--- src/rtl/stb_gen_ctrl_pkg.sv ---
// stb_gen_ctrl_pkg: sequencer state and run-status encodings for stb_gen_ctrl
package stb_gen_ctrl_pkg;
    typedef enum logic [2:0] {
        IDLE,
        RESET_GEN,
        WAIT_RDY,
        CHECK,
        RUN,
        DONE
    } ctrl_state_t;

    typedef enum logic [2:0] {
        ST_OK      = 3'd0,
        ST_TIMEOUT = 3'd1,
        ST_RANGE   = 3'd2,
        ST_ABORT   = 3'd3,
        ST_GEN_ERR = 3'd4
    } ctrl_status_t;
endpackage

--- src/rtl/stb_gen_ctrl.sv ---
// stb_gen_ctrl: sequencer for one strobe-generator channel (reset, lock wait, range check, strobe run)
//  clk_i/arst_ni                 clock, async active-low reset
//  start_i/abort_i               run control (start ignored while busy_o)
//  n_strobes_i/timeout_i         strobe count and lock timeout, latched at start
//  period_min_i/period_max_i     inclusive period bounds, latched at start
//  gen_rst_o/gen_oe_o            generator reset and strobe output enable
//  gen_rdy_i/gen_err_i           generator lock and error flags
//  gen_stb_i/gen_period_i        generator strobe and measured period
//  busy_o/done_o/status_o        run in progress, completion pulse, last-run result
//  period_o/stb_cnt_o            period captured in CHECK, strobes counted
module stb_gen_ctrl
    import stb_gen_ctrl_pkg::*;
#(
    parameter int T_CNT_WIDTH = 32,
    parameter int TO_WIDTH    = 24,
    parameter int CNT_WIDTH   = 16,
    parameter int RST_CYCLES  = 4
) (
    input  logic                   clk_i,
    input  logic                   arst_ni,
    input  logic                   start_i,
    input  logic                   abort_i,
    input  logic [CNT_WIDTH-1:0]   n_strobes_i,
    input  logic [TO_WIDTH-1:0]    timeout_i,
    input  logic [T_CNT_WIDTH-1:0] period_min_i,
    input  logic [T_CNT_WIDTH-1:0] period_max_i,
    output logic                   gen_rst_o,
    output logic                   gen_oe_o,
    input  logic                   gen_rdy_i,
    input  logic                   gen_err_i,
    input  logic                   gen_stb_i,
    input  logic [T_CNT_WIDTH-1:0] gen_period_i,
    output logic                   busy_o,
    output logic                   done_o,
    output logic [2:0]             status_o,
    output logic [T_CNT_WIDTH-1:0] period_o,
    output logic [CNT_WIDTH-1:0]   stb_cnt_o
);
    localparam int RW = (RST_CYCLES > 1) ? $clog2(RST_CYCLES) : 1;

    ctrl_state_t            state_q, state_d;
    ctrl_status_t           status_q, status_d;
    logic [RW-1:0]          rst_cnt_q, rst_cnt_d;
    logic [TO_WIDTH-1:0]    to_cnt_q, to_cnt_d, to_q;
    logic [CNT_WIDTH-1:0]   stb_cnt_q, stb_cnt_d, n_q;
    logic [T_CNT_WIDTH-1:0] period_q, period_d, pmin_q, pmax_q;
    logic                   stb_prev_q, edge_q, cfg_ld;

    assign cfg_ld    = (state_q == IDLE) && start_i;
    assign gen_rst_o = (state_q == IDLE) || (state_q == RESET_GEN) || (state_q == DONE);
    assign gen_oe_o  = state_q == RUN;
    assign busy_o    = state_q != IDLE;
    assign done_o    = state_q == DONE;
    assign status_o  = status_q;
    assign period_o  = period_q;
    assign stb_cnt_o = stb_cnt_q;

    always_comb begin
        state_d   = state_q;
        status_d  = status_q;
        rst_cnt_d = rst_cnt_q;
        to_cnt_d  = to_cnt_q;
        stb_cnt_d = stb_cnt_q;
        period_d  = period_q;
        unique case (state_q)
            IDLE: if (start_i) begin
                state_d   = RESET_GEN;
                rst_cnt_d = '0;
                to_cnt_d  = '0;
                stb_cnt_d = '0;
            end
            RESET_GEN: begin
                rst_cnt_d = rst_cnt_q + 1'b1;
                if (rst_cnt_q == RW'(RST_CYCLES - 1)) state_d = WAIT_RDY;
            end
            WAIT_RDY: begin
                to_cnt_d = to_cnt_q + 1'b1;
                if (gen_rdy_i) begin
                    state_d = CHECK;
                end else if (to_q != '0 && to_cnt_q == to_q - 1'b1) begin
                    state_d  = DONE;
                    status_d = ST_TIMEOUT;
                end
            end
            CHECK: begin
                period_d = gen_period_i;
                if (gen_period_i >= pmin_q && gen_period_i <= pmax_q) begin
                    state_d  = (n_q == '0) ? DONE : RUN;
                    status_d = ST_OK;
                end else begin
                    state_d  = DONE;
                    status_d = ST_RANGE;
                end
            end
            RUN: if (edge_q && stb_cnt_q != n_q) begin
                stb_cnt_d = stb_cnt_q + 1'b1;
                if (stb_cnt_q + 1'b1 == n_q) begin
                    state_d  = DONE;
                    status_d = ST_OK;
                end
            end
            DONE:    state_d = IDLE;
            default: state_d = IDLE;
        endcase
        // Abort and generator error pre-empt whatever the state itself decided,
        // including a strobe increment landing in the same cycle.
        if (abort_i && state_q != IDLE && state_q != DONE) begin
            state_d   = DONE;
            status_d  = ST_ABORT;
            stb_cnt_d = stb_cnt_q;
        end else if (gen_err_i && (state_q == WAIT_RDY || state_q == RUN)) begin
            state_d   = DONE;
            status_d  = ST_GEN_ERR;
            stb_cnt_d = stb_cnt_q;
        end
    end

    always_ff @(posedge clk_i or negedge arst_ni) begin
        if (!arst_ni) begin
            state_q    <= IDLE;
            status_q   <= ST_OK;
            rst_cnt_q  <= '0;
            to_cnt_q   <= '0;
            stb_cnt_q  <= '0;
            period_q   <= '0;
            stb_prev_q <= 1'b0;
            edge_q     <= 1'b0;
        end else begin
            state_q    <= state_d;
            status_q   <= status_d;
            rst_cnt_q  <= rst_cnt_d;
            to_cnt_q   <= to_cnt_d;
            stb_cnt_q  <= stb_cnt_d;
            period_q   <= period_d;
            stb_prev_q <= gen_stb_i;
            // Registered edge pulse: the count lands one cycle after the strobe edge.
            edge_q     <= gen_stb_i & ~stb_prev_q;
        end
    end

    always_ff @(posedge clk_i or negedge arst_ni) begin
        if (!arst_ni) begin
            n_q    <= '0;
            to_q   <= '0;
            pmin_q <= '0;
            pmax_q <= '0;
        end else if (cfg_ld) begin
            n_q    <= n_strobes_i;
            to_q   <= timeout_i;
            pmin_q <= period_min_i;
            pmax_q <= period_max_i;
        end
    end
endmodule

--- config.mk ---
export PLATFORM = sky130hd
export DESIGN_NAME = stb_gen_ctrl
export DESIGN_NICKNAME = d
export VERILOG_FILES = /design/src/rtl/stb_gen_ctrl_pkg.sv /design/src/rtl/stb_gen_ctrl.sv
export SDC_FILE = /design/constraint.sdc
export NUM_CORES = 1
export LEC_CHECK = 0
export BUFFER_PORTS_ARGS = -buffer_cell sky130_fd_sc_hd__buf_2
export CAP_MARGIN = 20
export CORE_UTILIZATION = 40
export DETAILED_ROUTE_END_ITERATION = 6
export GPL_TIMING_DRIVEN = 0
export PLACE_DENSITY_LB_ADDON = 0.08
export SYNTH_ARGS = -nofsm -noshare
export SYNTH_HDL_FRONTEND = slang
export SYNTH_SLANG_ARGS = --single-unit
--- constraint.sdc ---
create_clock -name clk_i -period 5.8 [get_ports clk_i]
set_input_delay 0.29 -clock clk_i [delete_from_list [all_inputs] [get_ports clk_i]]
set_output_delay 0.29 -clock clk_i [all_outputs]
set_load 0.05 [all_outputs]
; After elaboration in Yosys (flattened, before gate mapping)
; Index checks and enable logic that the tools add are counted.
[classes]
magnitude_cmp = 2
n_reduce_logical = 23
addsub = 4
mux = 26
eq_ne = 19
bitwise_logic = 4
[ops]
columns = op, n
row1 = one-hot mux 24 bit (2 select lines), 1
row2 = 2-to-1 mux 3 bit, 14
row3 = >= comparator 32 bit, 1
row4 = <= comparator 32 bit, 1
row5 = 2-to-1 mux 16 bit, 2
row6 = one-hot mux 16 bit (2 select lines), 1
row7 = "adder 24 x 1 -> 24 bit, second input constant", 1
row8 = == test 24 bit, 1
row9 = 2-to-1 mux 24 bit, 1
row10 = nonzero test 24 bit, 1
row11 = "subtractor 24 x 1 -> 24 bit, second input constant", 1
row12 = "adder 16 x 1 -> 16 bit, second input constant", 1
row13 = == test 16 bit, 1
row14 = zero test 16 bit, 1
row15 = != test 16 bit, 1
row16 = one-hot mux 3 bit (5 select lines), 1
row17 = AND reduction 5 bit, 3
row18 = "!= test 4 x 1 -> 1 bit, second input constant", 3
row19 = one-hot mux 3 bit (3 select lines), 1
row20 = "!= test 4 x 3 -> 1 bit, second input constant", 2
row21 = logical AND 1 bit, 7
row22 = "== test 3 x 2 -> 1 bit, second input constant", 2
row23 = "== test 3 bit, second input constant", 2
row24 = nonzero test 2 bit, 3
row25 = 18 further kinds, 25
[totals]
inputBits = 143
reg_bits = 186
out_inout_bits = 55
wordCells = 90

; Depth between registers and ports, before layout
; Gate-level depths: netlist (run 1).
[depth]
ltp_word = 8
ltp_mapped = 11
mapped_depth_nobuf = 10

; Worst setup path before layout (run 1)
; No wires, ideal clock.
[synth_timing]
kind = flip-flop to flip-flop
startpoint = register stb_cnt_q[0] (netlist: stb_cnt_o[0])
endpoint = register status_q[1] (netlist: status_o[1])
arrival_time_ns = 2.879
setup_ns = 0.126
synth_period_minus_slack_ns = 3.005
path_stages_with_launch = 12
n_path_buf = 2
required_ns = 5.674
setup_slack_ns = 2.795
path_cell_list = dfrtp_1 ha_1 clkbuf_1 and4_1 clkbuf_1 nand3_1 a22o_1 a211oi_1 nand4_1 o21ai_2 o211ai_2 a221o_1
[synth_between]
elab_chain_len = 4
elab_cells_between_ends = 7
cone_classes = add/sub: 1 / eq/ne: 4 / reduce/logical: 2
[synth_rtl]
columns = element, line
row1 = start: declaration, stb_gen_ctrl.sv:45  ; logic [CNT_WIDTH-1:0] stb_cnt_q, stb_cnt_d, n_q;
row2 = start signal: assignment, stb_gen_ctrl.sv:133  ; stb_cnt_q <= stb_cnt_d;
row3 = adder 16 x 1 -> 16 bit or != test 16 bit (tied branches), "stb_gen_ctrl.sv:97, stb_gen_ctrl.sv:95"
row4 = == test 16 bit or logical AND 1 bit (tied branches), "stb_gen_ctrl.sv:97, stb_gen_ctrl.sv:95"
row5 = != test 4 x 1 -> 1 bit (no source line), n/a
row6 = AND reduction 5 bit (no source line) (*), n/a
row7 = end signal: assignment, stb_gen_ctrl.sv:130  ; status_q <= status_d;
row8 = end: declaration, stb_gen_ctrl.sv:42  ; ctrl_status_t status_q, status_d;
; Every way passes the cells marked *; elsewhere a longest branch is shown, timed or not.
; A chain may end at the register's enable or synchronous reset.

; Worst setup path after layout (run 1)
[layout_timing]
startpoint = register to_q[7]
endpoint = register status_q[1] (netlist: status_o[1])
[layout_between]
elab_chain_len = 5
elab_cells_between_ends = 6
cone_classes = add/sub: 1 / eq/ne: 2 / reduce/logical: 3
[layout_rtl]
columns = element, line
row1 = start: declaration, stb_gen_ctrl.sv:44  ; logic [TO_WIDTH-1:0] to_cnt_q, to_cnt_d, to_q;
row2 = start signal: assignment, stb_gen_ctrl.sv:149  ; to_q <= timeout_i;
row3 = subtractor 24 x 1 -> 24 bit, stb_gen_ctrl.sv:80  ; end else if (to_q != '0 && to_cnt_q == to_q - 1'b1) begin
row4 = == test 24 bit, stb_gen_ctrl.sv:80
row5 = logical AND 1 bit (*), stb_gen_ctrl.sv:80
row6 = != test 4 x 3 -> 1 bit (no source line) (*), n/a
row7 = AND reduction 5 bit (no source line) (*), n/a
; Marks and branches as above.

==> impl_metrics.toml, run 1 <==
[pwr]
power_density_nw_per_um2 = 472
ir_worst_vdd_uv = 279
power_uw = 6000
leakage_uw = 0.00600

[timing]
setup_tns_ps = 0
tightest_slew_ps = 783
min_period_over_period = 0.586
clock.fmax_mhz = 294
hold_slack_ps = 39.9
finalCriticalPeriod_ps = 3400
finalHoldViolCount = 0
setup_viol = 0
slew_headroom = 0.478
fin_skew_ps = 17.8
grt_setup_unrepaired = "no"
final-max-slew-violation-count = 0

[route]
viasPerCell = 5.14
vias = 9107
antenna_left = 0
drcViolationCount = 0
wirelength_um = 28700
routedWlPerCell_um = 16.2
drt_iter0_drc = 493
drt_first_pass_iters = 5

[setup_path]
ff2ff_path_depth = 10
worstPathArrival_ps = 3720
r2r_start = "to_q[7]$_DFFE_PN0P_"
startpoint_type = "flop"
critPathMaxFanout = 9
rr_endpoint = "status_o[1]$_DFFE_PN0P_"
reg2reg_setup_slack_ps = 2400
required_ps = 6120
cp-end-kind = "flop"
path_class = "reg -> reg"

[place]
portBuffers = 196
place_inst = 1736
dp_hpwl_um = 21600
gp_congestion = 0.880

[synth]
yosysSeqAreaShare = 0.437
synth_cell_types = 66
synthFlopType = "dfrtp_1"
yosys_warnings = 0
async_flop_share = 1.00
ys_ff_latch = 186
synth_edf_count = 0
syn-num-nets = 1415
synth_area_um2 = 10600
synthCells = 1204
postSynthAreaPerCell_um2 = 8.84

[cells_and_area]
final_cell_count_no_fill = 1771
syn2layout_area_growth_pct = 19.2
final_layout_size_suffix_gt1_frac = 0.191
final_cell_mix = "nand2_1 (244), buf_2 (195), dfrtp_1 (186), o21ai_0 (120), inv_1 (79)"
final_nets = 1633
layout_commonest_cell = "nand2_1"
fin_util = 0.487

[cts]
cts_inserted_buffers = 17
cts-root-buf = "clkbuf_16"
worstSkewPairLatency_ps = 440
htreeDepth = 4
clockBufferDepth = 2
cts_setup_buffers = 0
clk_pin_slew_ps = 70
cts_sinks = 186
tritoncts = "built"

[die]
die-area_um2 = 27300
placementRows = 59
start_util = 0.409
die_h_um = 165
core-area_um2 = 26100
num_io_pins = 198
die_x_um = 165

[global_routing]
overflow = 0
grt_usage = 0.221
grt_pass1_wl_um = 46300
antenna_found_initial = 7
grt_max_degree = 102
grt_pass1_vias = 8831

[min_path]
worstHoldPathCells = 3
min_to = "to_q[18]$_DFFE_PN0P_"
hold_start = "timeout_i[18]"
min_path_type = "in -> reg"

[outcome]
outcome = "finished clean"

[job]
cap_violations = 0
==> per-layer routing <==
metal / wire length [um] / part of all wire / vias up / track usage
met1: 13300 / 0.46 / 4282 / 0.295
met5: 33 / 0.0011 / - / 0
met2: 13600 / 0.47 / 185 / 0.365
met3: 1460 / 0.051 / 28 / 0.0462
li1: - / - / 4606 / -
met4: 294 / 0.010 / 6 / 0.0505
==> final cells by class <==
type,count,area (um2)
timing repair buffer,199,1040
clock inverter,14,159
antenna,2,5.00
buffer,59,230
tap,335,419
fill,2620,13400
sequential,186,4650
clock buffer,17,425
multi-input combinational,880,5470
inverter,79,297
==> worst max path at each step <==
| stage | startpoint | to | slack, ps |
|---|---|---|---|
| 6_report | to_q[7]$_DFFE_PN0P_ | status_o[1]$_DFFE_PN0P_ | 2400 |
| 5_1_grt | to_q[7]$_DFFE_PN0P_ | status_o[1]$_DFFE_PN0P_ | 2040 |
| 4_1_cts | to_q[7]$_DFFE_PN0P_ | status_o[1]$_DFFE_PN0P_ | 2330 |
| 3_5_place_dp | to_q[7]$_DFFE_PN0P_ | status_o[1]$_DFFE_PN0P_ | 2380 |
| 3_3_place_gp | arst_ni | pmax_q[11]$_DFFE_PN0P_ | 1130 |
| 2_1_floorplan | stb_cnt_o[0]$_DFFE_PN0P_ | status_o[1]$_DFFE_PN0P_ | 2790 |
==> flip-flops by register name, summed over array words and instances, names as in the netlist <==
| name | count |
|---|---|
| state_q | 3 |
| to_q | 24 |
| stb_prev_q | 1 |
| stb_cnt_o | 16 |
| period_o | 32 |
| n_q | 16 |
| pmax_q | 32 |
| pmin_q | 32 |
| edge_q | 1 |
| status_o | 3 |
| to_cnt_q | 24 |
| rst_cnt_q | 2 |
==> repair_timing <==
| item | 4_1_cts | 5_1_grt |
|---|---|---|
| gates resized for setup | 0 | 0 |
| hold endpoints to repair | 86 | 0 |
| hold buffers | 2 | 0 |
| endpoints found under the setup margin | 0 | 0 |
==> synth_stat cells (all sizes together) (4+ instances only) <==
master,instances,area (um2)
nand3,31,155
or3,5,31.3
clkbuf,56,211
nand2b,15,93.8
a31oi,8,50.1
ha,68,851
o21ai,122,614
or2,5,31.3
xor2,17,149
and4,4,35.0
xnor2,37,324
nor3,22,110
or4,7,56.3
and2,7,43.8
and3,10,62.6
nor4,18,134
mux2,32,360
o31ai,9,67.6
a211oi,5,37.5
nor2b,16,100
nor2,53,199
inv,79,297
dfrtp,186,4650
a21o,11,82.6
nand2,244,916
a21oi,42,210
nand4,26,163
nor4b,7,67.6
mux2i,8,80.1
o211ai,9,72.6
==> per-stage QoR <==
stage	setup WS, ps	instance area [um2]
2_1_floorplan	2790	10600
4_1_cts	2330	12700
3_3_place_gp	1130	12000
3_5_place_dp	2380	12100
6_report	2400	12700
5_1_grt	2040	12700
==> cells by family (layout without fill, tap and decap cells) <==
| group | count (synthesis) | after routing | share of synthesized area |
|---|---|---|---|
| other cells | 0 | 2 | 0 |
| flops | 186 | 186 | 0.437 |
| compound gates | 239 | 239 | 0.134 |
| buf+inv | 138 | 368 | 0.0495 |
| fa+ha+maj | 68 | 68 | 0.0799 |
| simple gates | 479 | 479 | 0.214 |
| xor+xnor | 54 | 54 | 0.0444 |
| mux | 40 | 40 | 0.0414 |
==> where the power goes <==
group | total, uW | leakage [uW] | switching, uW | internal, uW
Clock | 1180 | 0.000281 | 567 | 612
Sequential | 2090 | 0.00234 | 301 | 1790
Combinational | 2730 | 0.00338 | 1760 | 964
==> critical path: stages (launching register included) <==
cell and delay [ps]:
dfrtp_1 360, clkbuf_1 230, nor4_4 530, and4_1 240, clkbuf_1 350, a21oi_1 150
nor4_1 240, nand4_1 200, nor4_2 480, o211ai_2 180, a221o_1 310
(Power assumes the default switching activity.)
==> run 2, diff against run 1 <==
==> constraint.sdc (replaced) <==
create_clock -name clk_i -period 2.7 [get_ports clk_i]
set_input_delay 0.135 -clock clk_i [delete_from_list [all_inputs] [get_ports clk_i]]
set_output_delay 0.135 -clock clk_i [all_outputs]
set_load 0.05 [all_outputs]
==> impl_metrics.toml, run 2 (synthesized netlist as in run 1, its figures left out) <==
[pwr]
power_density_nw_per_um2 = 938
power_frac_seq = 0.340
p_int_uw = 7570
power_frac_comb = 0.470
leakage_uw = 0.00670
ir_worst_vdd_uv = 608
swShare = 0.436
p_switching_uw = 5840
clkPwrFrac = 0.190

[cts]
cts_inserted_buffers = 17
tritoncts = "built"
cts-root-buf = "clkbuf_16"
cts_sinks = 186
clk_pin_slew_ps = 70
clockBufferDepth = 2
htreeDepth = 4
worstSkewPairLatency_ps = 430

[global_routing]
grt_pass1_vias = 9629
grt_max_degree = 98
grt_usage = 0.230
antenna_found_initial = 1
overflow = 0
grt_pass1_wl_um = 48800

[min_path]
min_path_type = "in -> reg"
worstHoldPathCells = 2

[route]
antenna_left = 0
drcViolationCount = 0
vias = 9752
routedWlPerCell_um = 15.8
drt_iter0_drc = 479
wirelength_um = 30200
drt_first_pass_iters = 5
viasPerCell = 5.11

[die]
start_util = 0.409
core-area_um2 = 26100
num_io_pins = 198
die_h_um = 165
placementRows = 59
die_x_um = 165
die-area_um2 = 27300

[setup_path]
cp-end-kind = "flop"
ff2ff_path_depth = 10
slowest_stage = "or4b_4"
max_stage_delay_ps = 510
worstPathArrival_ps = 3250
path_class = "reg -> reg"
critPathMaxFanout = 4
startpoint_type = "flop"
crit_cells = 10
critPathBufInv = 1
required_ps = 3010
cpLargestDelayFamily = "simple AND/OR/NAND/NOR gates"
crit_chain = "inv_2 > ha_4 > or4b_4 > or3_4 > a211oi_2 > nand3b_1 > nand4_1 > nor4_4 > o211ai_2 > a221o_1"

[cells_and_area]
final_layout_size_suffix_gt1_frac = 0.216
regArea_um2 = 4660
fillers = 2486
final_cell_count_no_fill = 1909
multi_input_area_um2 = 5640
layout_commonest_cell = "nand2_1"
antenna_cells = 0
final_nets = 1773
syn2layout_area_growth_pct = 34.3
final_cell_mix = "nand2_1 (243), buf_2 (195), dfrtp_1 (181), dlygate4sd3_1 (134), o21ai_0 (120)"

[place]
portBuffers = 196
dpl_worst_slack_ps = -699
dp_hpwl_um = 21600
gp_congestion = 0.865
place_inst = 1736

[timing]
setup_viol = 6
clock.fmax_mhz = 341
grt_setup_unrepaired = "yes"
tightest_slew_ps = 701
finalHoldViolCount = 0
slew_headroom = 0.533
setup_ws_ps = -235
final-max-slew-violation-count = 0
fin_skew_ps = 14.7
hold_slack_ps = 3.86
finalCriticalPeriod_ps = 2930
min_period_over_period = 1.09

[job]
cap_violations = 0

[outcome]
violations = "setup timing"
outcome = "complete, but fails checks"
-- run 2: cell count changes in the layout (fill, tap and decap cells not counted), moves of 3 or more --
| cell | previous run | this run |
|---|---|---|
| buf_4 | 0 | 17 |
| dlygate4sd3_1 | 2 | 134 |
| nor3_1 | 22 | 18 |
| clkbuf_2 | 1 | 15 |
| clkbuf_1 | 55 | 32 |
| dfrtp_1 | 186 | 181 |
| dfrtp_2 | 0 | 5 |
| nor4_1 | 16 | 13 |
| nor3_2 | 0 | 3 |
-- run 2: power by group through the flow --
stage                     logic [uW]  registers, uW  clock network [uW]
after floorplan                 3460           5350                   0
after global placement          5780           4520                   0
after detailed placement        5870           4540                   0
after CTS                       6260           4530                2620
after global routing            7050           4700                2720
final                           6300           4560                2550
-- run 2: worst reg2reg max path, delay by kind of cell, from the launching register on --
| kind | cells | cell delay [ps] |
|---|---|---|
| flops | 1 | 400 |
| simple gates | 5 | 1580 |
| fa+ha+maj | 1 | 150 |
| compound gates | 3 | 600 |
| buf+inv | 1 | 90 |
-- run 2: through the flow --
stage | utilization | power, uW | setup TNS, ps | instance area [um2]
finish | 0.549 | 13400 | -1010 | 14300
global route | 0.549 | 14500 | -1740 | 14300
CTS | 0.544 | 13400 | -734 | 14200
detailed placement | 0.464 | 10400 | -34560 | 12100
global placement | 0.463 | 10300 | -366020 | 12100
floorplan | - | 8810 | -135 | 10700
-- run 2: cell type report --
cell class	instances	share of cell area
Multi-Input combinational cell	880	0.394
Sequential cell	186	0.326
Timing Repair Buffer	348	0.174
Clock buffer	17	0.0297
Tap cell	335	0.0293
Inverter	79	0.0207
Buffer	50	0.0150
Clock inverter	14	0.0112
-- run 2: worst paths after layout --
| check | to | start | slack (ps) |
|---|---|---|---|
| hold / removal | period_o[28]$_DFFE_PN0N_ | gen_period_i[28] | 4 |
| setup / recovery | status_o[1]$_DFFE_PN0P_ | to_q[1]$_DFFE_PN0P_ | -230 |
| min in group asynchronous | stb_cnt_o[8]$_DFFE_PN0P_ | arst_ni | 310 |
| setup reg to reg | status_o[1]$_DFFE_PN0P_ | to_q[1]$_DFFE_PN0P_ | -230 |
| max in group asynchronous | pmin_q[14]$_DFFE_PN0P_ | arst_ni | 1460 |
| hold reg to reg | edge_q$_DFF_PN0_ | stb_prev_q$_DFF_PN0_ | 420 |
-- run 2: timing repair --
item                       4_1_cts  5_1_grt
setup buffers                   12        5
gates resized for setup         29       29
hold buffers                   133        1
pin swaps                       14        7
setup endpoints to repair      119       83
hold endpoints to repair       222        1
-- run 2: routing by layer --
| metal | track usage | wire (um) | vias to the layer above | part of all wire |
|---|---|---|---|---|
| met5 | 0 | 13 | - | 0.00043 |
| met4 | 0.0617 | 494 | 2 | 0.016 |
| met3 | 0.0390 | 1130 | 31 | 0.037 |
| met2 | 0.388 | 14600 | 190 | 0.48 |
| met1 | 0.303 | 14000 | 4647 | 0.46 |
| li1 | - | - | 4882 | - |
